===== src/rtl/arm_pkg.sv =====
// Shared ARM pipeline constants: register-file address width, GPR count and
// the PC address, which is never tracked by the hazard scoreboard.
package arm_pkg;

  localparam int REG_ADDR_W = 4;
  localparam int NUM_GPR    = 15;

  typedef logic [REG_ADDR_W-1:0] reg_addr_t;

  localparam reg_addr_t PC_ADDR = 4'd15;

endpackage


===== src/rtl/sb_counter.sv =====
// Per-register in-flight write counter: one increment, two decrements per edge,
// clamped to [0, max_i]; underflow_o flags a decrement request larger than the count.
module sb_counter #(
  parameter int CW = 2
) (
  input  logic          clk_i,
  input  logic          rst_ni,
  input  logic          inc_i,
  input  logic          decA_i,
  input  logic          decB_i,
  input  logic [CW-1:0] max_i,
  output logic [CW-1:0] cnt_o,
  output logic          underflow_o
);

  logic [CW-1:0] cnt_q, cnt_d;
  logic [CW:0]   total, decSum, net;

  // One extra bit so the sum of events never wraps before the clamp is applied.
  always_comb begin
    total       = {1'b0, cnt_q} + {{CW{1'b0}}, inc_i};
    decSum      = {{CW{1'b0}}, decA_i} + {{CW{1'b0}}, decB_i};
    net         = total - decSum;
    underflow_o = decSum > {1'b0, cnt_q};
    cnt_d       = net[CW-1:0];
    if (decSum > total) begin
      cnt_d = '0;
    end else if (net > {1'b0, max_i}) begin
      cnt_d = max_i;
    end
  end

  always_ff @(posedge clk_i or negedge rst_ni) begin
    if (!rst_ni) begin
      cnt_q <= '0;
    end else begin
      cnt_q <= cnt_d;
    end
  end

  assign cnt_o = cnt_q;

endmodule


===== src/rtl/hazard_scoreboard.sv =====
// Register-write scoreboard driving the decode stall. Optional stall-cycle
// performance counter is compiled in with HAZARD_SB_STALL_CNT_EN.
module hazard_scoreboard
  import arm_pkg::*;
#(
  parameter int ADDRESS_LEN_REG_FILE = REG_ADDR_W,
  parameter int SIZE_REG_FILE        = NUM_GPR,
  parameter int MAX_INFLIGHT         = 3
) (
  input  logic                            clk_i,
  input  logic                            rst_ni,
  input  logic [ADDRESS_LEN_REG_FILE-1:0] src1_i,
  input  logic [ADDRESS_LEN_REG_FILE-1:0] src2_i,
  input  logic                            two_src_i,
  input  logic                            issue_valid_i,
  input  logic                            issue_wb_en_i,
  input  logic [ADDRESS_LEN_REG_FILE-1:0] issue_dest_i,
  input  logic                            kill_valid_i,
  input  logic [ADDRESS_LEN_REG_FILE-1:0] kill_dest_i,
  input  logic                            wb_wb_en_i,
  input  logic [ADDRESS_LEN_REG_FILE-1:0] wb_dest_i,
  output logic                            hazard_o,
  output logic                            sb_err_o,
  output logic [31:0]                     stall_cycles_o
);

  localparam int            CW      = $clog2(MAX_INFLIGHT + 1);
  localparam int            NADDR   = 1 << ADDRESS_LEN_REG_FILE;
  localparam logic [CW-1:0] MAX_CNT = CW'(MAX_INFLIGHT);

  logic [SIZE_REG_FILE-1:0] incVec, decWbVec, decKillVec, underflowVec;
  logic [SIZE_REG_FILE-1:0] busyReg, fullReg;
  logic [NADDR-1:0]         busyVec, fullVec;
  logic                     incEff;
  logic                     sbErr_q, sbErr_d;

  // Untracked addresses (PC and anything past the GPRs) read as idle and not full.
  always_comb begin
    busyVec                     = '0;
    fullVec                     = '0;
    busyVec[SIZE_REG_FILE-1:0]  = busyReg;
    fullVec[SIZE_REG_FILE-1:0]  = fullReg;
  end

  assign hazard_o = busyVec[src1_i]
                  | (two_src_i & busyVec[src2_i])
                  | (issue_wb_en_i & fullVec[issue_dest_i]);

  assign incEff = issue_valid_i & issue_wb_en_i & ~hazard_o;

  for (genvar r = 0; r < SIZE_REG_FILE; r++) begin : gReg
    localparam logic [ADDRESS_LEN_REG_FILE-1:0] ADDR = ADDRESS_LEN_REG_FILE'(r);
    logic [CW-1:0] cnt;

    assign incVec[r]     = incEff & (issue_dest_i == ADDR);
    assign decWbVec[r]   = wb_wb_en_i & (wb_dest_i == ADDR);
    assign decKillVec[r] = kill_valid_i & (kill_dest_i == ADDR);

    sb_counter #(
      .CW(CW)
    ) uCnt (
      .clk_i       (clk_i),
      .rst_ni      (rst_ni),
      .inc_i       (incVec[r]),
      .decA_i      (decWbVec[r]),
      .decB_i      (decKillVec[r]),
      .max_i       (MAX_CNT),
      .cnt_o       (cnt),
      .underflow_o (underflowVec[r])
    );

    assign busyReg[r] = (cnt != '0);
    assign fullReg[r] = (cnt == MAX_CNT);
  end

  assign sbErr_d = sbErr_q | (|underflowVec);

  always_ff @(posedge clk_i or negedge rst_ni) begin
    if (!rst_ni) begin
      sbErr_q <= 1'b0;
    end else begin
      sbErr_q <= sbErr_d;
    end
  end

  assign sb_err_o = sbErr_q;

`ifdef HAZARD_SB_STALL_CNT_EN
  logic [31:0] stallCycles_q, stallCycles_d;

  assign stallCycles_d = stallCycles_q + {31'd0, hazard_o};

  always_ff @(posedge clk_i or negedge rst_ni) begin
    if (!rst_ni) begin
      stallCycles_q <= '0;
    end else begin
      stallCycles_q <= stallCycles_d;
    end
  end

  assign stall_cycles_o = stallCycles_q;
`else
  assign stall_cycles_o = 32'd0;
`endif

endmodule


===== config.mk =====
export PLATFORM = sky130hd
export DESIGN_NAME = hazard_scoreboard
export DESIGN_NICKNAME = d
export VERILOG_FILES = /design/src/rtl/arm_pkg.sv /design/src/rtl/sb_counter.sv /design/src/rtl/hazard_scoreboard.sv
export SDC_FILE = /design/constraint.sdc
export NUM_CORES = 1
export LEC_CHECK = 0
export BUFFER_PORTS_ARGS = -buffer_cell sky130_fd_sc_hd__clkbuf_2
export CORE_MARGIN = 5
export CORE_UTILIZATION = 45
export CTS_BUF_LIST = sky130_fd_sc_hd__clkbuf_4 sky130_fd_sc_hd__clkbuf_8 sky130_fd_sc_hd__clkbuf_16
export DETAILED_ROUTE_END_ITERATION = 8
export HOLD_SLACK_MARGIN = 0.06
export PLACE_DENSITY = 0.69
export SYNTH_ARGS = -nofsm -noshare
export SYNTH_HDL_FRONTEND = slang
export SYNTH_HIERARCHICAL = 1
export SYNTH_SLANG_ARGS = --single-unit

===== constraint.sdc =====
create_clock -name clk_i -period 8.45 [get_ports clk_i]
set_clock_uncertainty 0.2 [all_clocks]
set_input_delay 1.2675 -clock clk_i [delete_from_list [all_inputs] [get_ports clk_i]]
set_output_delay 1.2675 -clock clk_i [all_outputs]
set_load 0.02 [all_outputs]

==> run summary <==
Most common cell after layout, fill and taps aside - sky130_fd_sc_hd__ha_1
Final worst-path cycle share - 0.6575
Area grow syn2layout - 9.437%
Vias - 5044
Final antenna-violating net count - 0
Most used cell, CP - sky130_fd_sc_hd__ha_1
Areal power density over the cells - 210.5 nW/um^2
Flip-flop and latch count after synthesis - 31
Number of setup buffers added after CTS - 0
Filler Cell Count - 1349
Total count of max-transition violations in the final report - 0
Horiz. Die Dim - 127.8 um
Worst path slowest cell - sky130_fd_sc_hd__o31ai_4
Number of warnings reported in the yosys synthesis log - 6
Average detailed-routed wire length per instance - 13.50 um
Routed via count divided by cell count - 5.034
TritonCTS clock tree - built
Clock-pin slew of the registers on the worst-case setup and hold paths - 0.06 ns
Routed Wire Length - 13530 um
CP cell instances - clkbuf_2 -> mux4_2 -> a211o_1 -> o31ai_4 -> nor4_1 -> ha_1 -> ha_1 -> fa_1 -> ha_1 -> nor2b_4 -> o21a_1 -> or3_1 -> a21boi_1
Via count of the first global-routing pass - 4992
Drc violations - 0
Final Setup Violations - 0
First-pass DRT Iterations - 4
Routability congestion estimate from global placement - 0.9077
Required time of the worst setup path - 8.46 ns
Max-cap violations - 0
Count of flip-flops with a built-in enable after synthesis - 0
Slew @ Worst Pin - 1.101 ns
Area of the mapped netlist - 6245 um^2
Synthesized area per cell - 8.508 um^2
Top-level port count - 61
Distinct cell type count after synthesis - 52
CTS sink count - 31
Sequential element share of the synthesized area - 0.1242
Maximum clock path buffer count - 2
Buffers & Inverters on Critical Path - 1
Resize count post-CTS - 0
Share of layout cells above drive strength 1 - 0.1071
Chip Height - 127.8 um
Post-Place Worst Slack - 2.627 ns
Highest clock frequency the design can meet - 0.1800 GHz
Number of buffers created by CTS - 5
Final layout net count - 998
Die Footprint - 16330 um^2
Number of instances in the synthesized netlist - 734
Flop-to-flop setup slack - 3.57 ns
Crit path capture type - flip-flop
Post-layout worst setup margin - 2.894 ns
Maximum fanout encountered on the critical timing path - 16
Count of buffers from port buffering - 28
Critical path class - input pin to flip-flop
Setup_tns - 0 ns
H-tree lvl count - 2
Largest incremental delay on the critical path - 0.81 ns
Status - finished, final reports clean
Grt total ovfl - 0
First-pass GRT wire length - 23660 um
Pin count of the biggest net entering global routing - 32
CTS Root Buffer Type - sky130_fd_sc_hd__clkbuf_16
Family with the most delay on the worst path - compound AO/OA/AOI/OAI gates
Worst slew margin - 0.2659
Synth async-reset ratio - 1.000
FP Rows - 43
Hold violation count in the final report - 0
Placeable core region - 13720 um^2
Leakage power total - 3.276 nW
RSZ-0062 raised after global routing - false
Largest voltage drop on the vdd net - 101.4 uV
Worst-Skew Late Latency - 0.29 ns
Classification of the worst-slack hold path - flip-flop to flip-flop
Starting utilization of the core area - 0.4552
Detailed placement HPWL - 11440 um
1st-iter DRT viols - 315
Final critical delay including setup and external delays - 5.556 ns
Most used flip-flop cell after synthesis - sky130_fd_sc_hd__dfrtp_1
Total global-route track usage - 0.1759
Arrival time of data at the critical path endpoint - 5.57 ns
Most frequent cells in the layout - sky130_fd_sc_hd__ha_1 (120), sky130_fd_sc_hd__inv_1 (118), sky130_fd_sc_hd__conb_1 (92)
Initial antenna violation count - 0
Sort of element at the start of the critical path - input pin
Hold bufs inserted after CTS - 0
Diodes inserted - 0
[power by group]
part / switching, mW / total, mW / internal, mW
registers: 0.0950 / 0.303 / 0.208
logic: 0.473 / 0.914 / 0.441
clock network: 0.0743 / 0.221 / 0.147
total: 0.643 / 1.44 / 0.796
[path summary, 6_finish.rpt]
| kind | startpoint | endpoint | cells past startpoint |
|---|---|---|---|
| worst max-delay path | issue_dest_i[1] | gReg[10].uCnt/cnt_o[0] | 13 |
| max in group asynchronous | rst_ni | gReg[13].uCnt/cnt_o[1] | 1 |
| worst min register to register | sb_err_o | sb_err_o | 2 |
| min in group asynchronous | rst_ni | gReg[1].uCnt/cnt_o[0] | 1 |
| worst min-delay path | sb_err_o | sb_err_o | 2 |
| worst max register to register | gReg[1].uCnt/cnt_o[1] | gReg[10].uCnt/cnt_o[0] | 13 |
[layout make-up]
class	instances	area, um^2	area share
clock buffers	6	138.9	0.02032
inverters	118	442.9	0.06481
multi-input cells	636	5069	0.7417
clock inverters	2	35.03	0.005126
repair buffers	29	147.6	0.02160
flip-flops and latches	31	775.7	0.1135
well taps	180	225.2	0.03295
[cells by family (layout without fill, tap and decap cells)]
kind of cell | count (synthesis) | after routing | synth area share
simple gates | 202 | 202 | 0.1928
compound gates | 157 | 157 | 0.1651
buf+inv | 157 | 155 | 0.1188
fa+ha+maj | 150 | 150 | 0.3366
flops | 31 | 31 | 0.1242
xor+xnor | 30 | 30 | 0.04208
mux | 5 | 5 | 0.01923
other cells | 2 | 92 | 0.001203
[state kept, by name, summed over array words and instances (netlist names)]
signal	cells
sb_err_o	1
gReg.uCnt/cnt_o	30
[per-stage QoR]
stage,hold slack [ns],power (mW),std cells,cell area (um^2),utilization
global route,0.3633,1.610,1002,6834,0.4981
finish,0.3343,1.439,1002,6834,0.4981
global placement,0.3202,1.194,994,6660,0.4855
detailed placement,0.3229,1.218,994,6660,0.4855
floorplan,0.3831,1.024,824,6583,-
CTS,0.3359,1.450,1002,6834,0.4981
[worst reg2reg max path: cells and delay by family, from the launching register on]
family	cells	cell delay, ns
DFF	1	0.45
and+or+nand+nor	4	0.81
muxes	1	0.47
AOI/OAI and AO/OA	4	1.45
adders and majority gates	4	1.43
[cells in the mapped netlist, types with 14 or more instances]
cell type                    n  area (um^2)
sky130_fd_sc_hd__nand3_1    27        135.1
sky130_fd_sc_hd__o21a_1     15        112.6
sky130_fd_sc_hd__xor2_1     15        131.4
sky130_fd_sc_hd__dfrtp_1    31        775.7
sky130_fd_sc_hd__a21boi_0   15        112.6
sky130_fd_sc_hd__a21boi_1   15        112.6
sky130_fd_sc_hd__xnor2_1    15        131.4
sky130_fd_sc_hd__nand2_1    41        153.9
sky130_fd_sc_hd__fa_1       30        600.6
sky130_fd_sc_hd__buf_4      33        247.7
sky130_fd_sc_hd__inv_1     118        442.9
sky130_fd_sc_hd__nor3_1     14        70.07
sky130_fd_sc_hd__a21oi_1    36        180.2
sky130_fd_sc_hd__or3_1      15        93.84
sky130_fd_sc_hd__ha_1      120         1501
sky130_fd_sc_hd__o21ai_0    47        235.2
sky130_fd_sc_hd__nor2b_4    15        206.5
sky130_fd_sc_hd__nor2_1     44        165.2
[layer usage]
layer | share of wire | global-route usage | vias up
met2 | 0.47 | 0.2880 | 114
li1 | - | - | 2579
met5 | 0 | 0 | -
met4 | 0.021 | 0.04806 | 0
met1 | 0.46 | 0.2386 | 2324
met3 | 0.050 | 0.03208 | 27
Power figures use the tool's default switching activity.
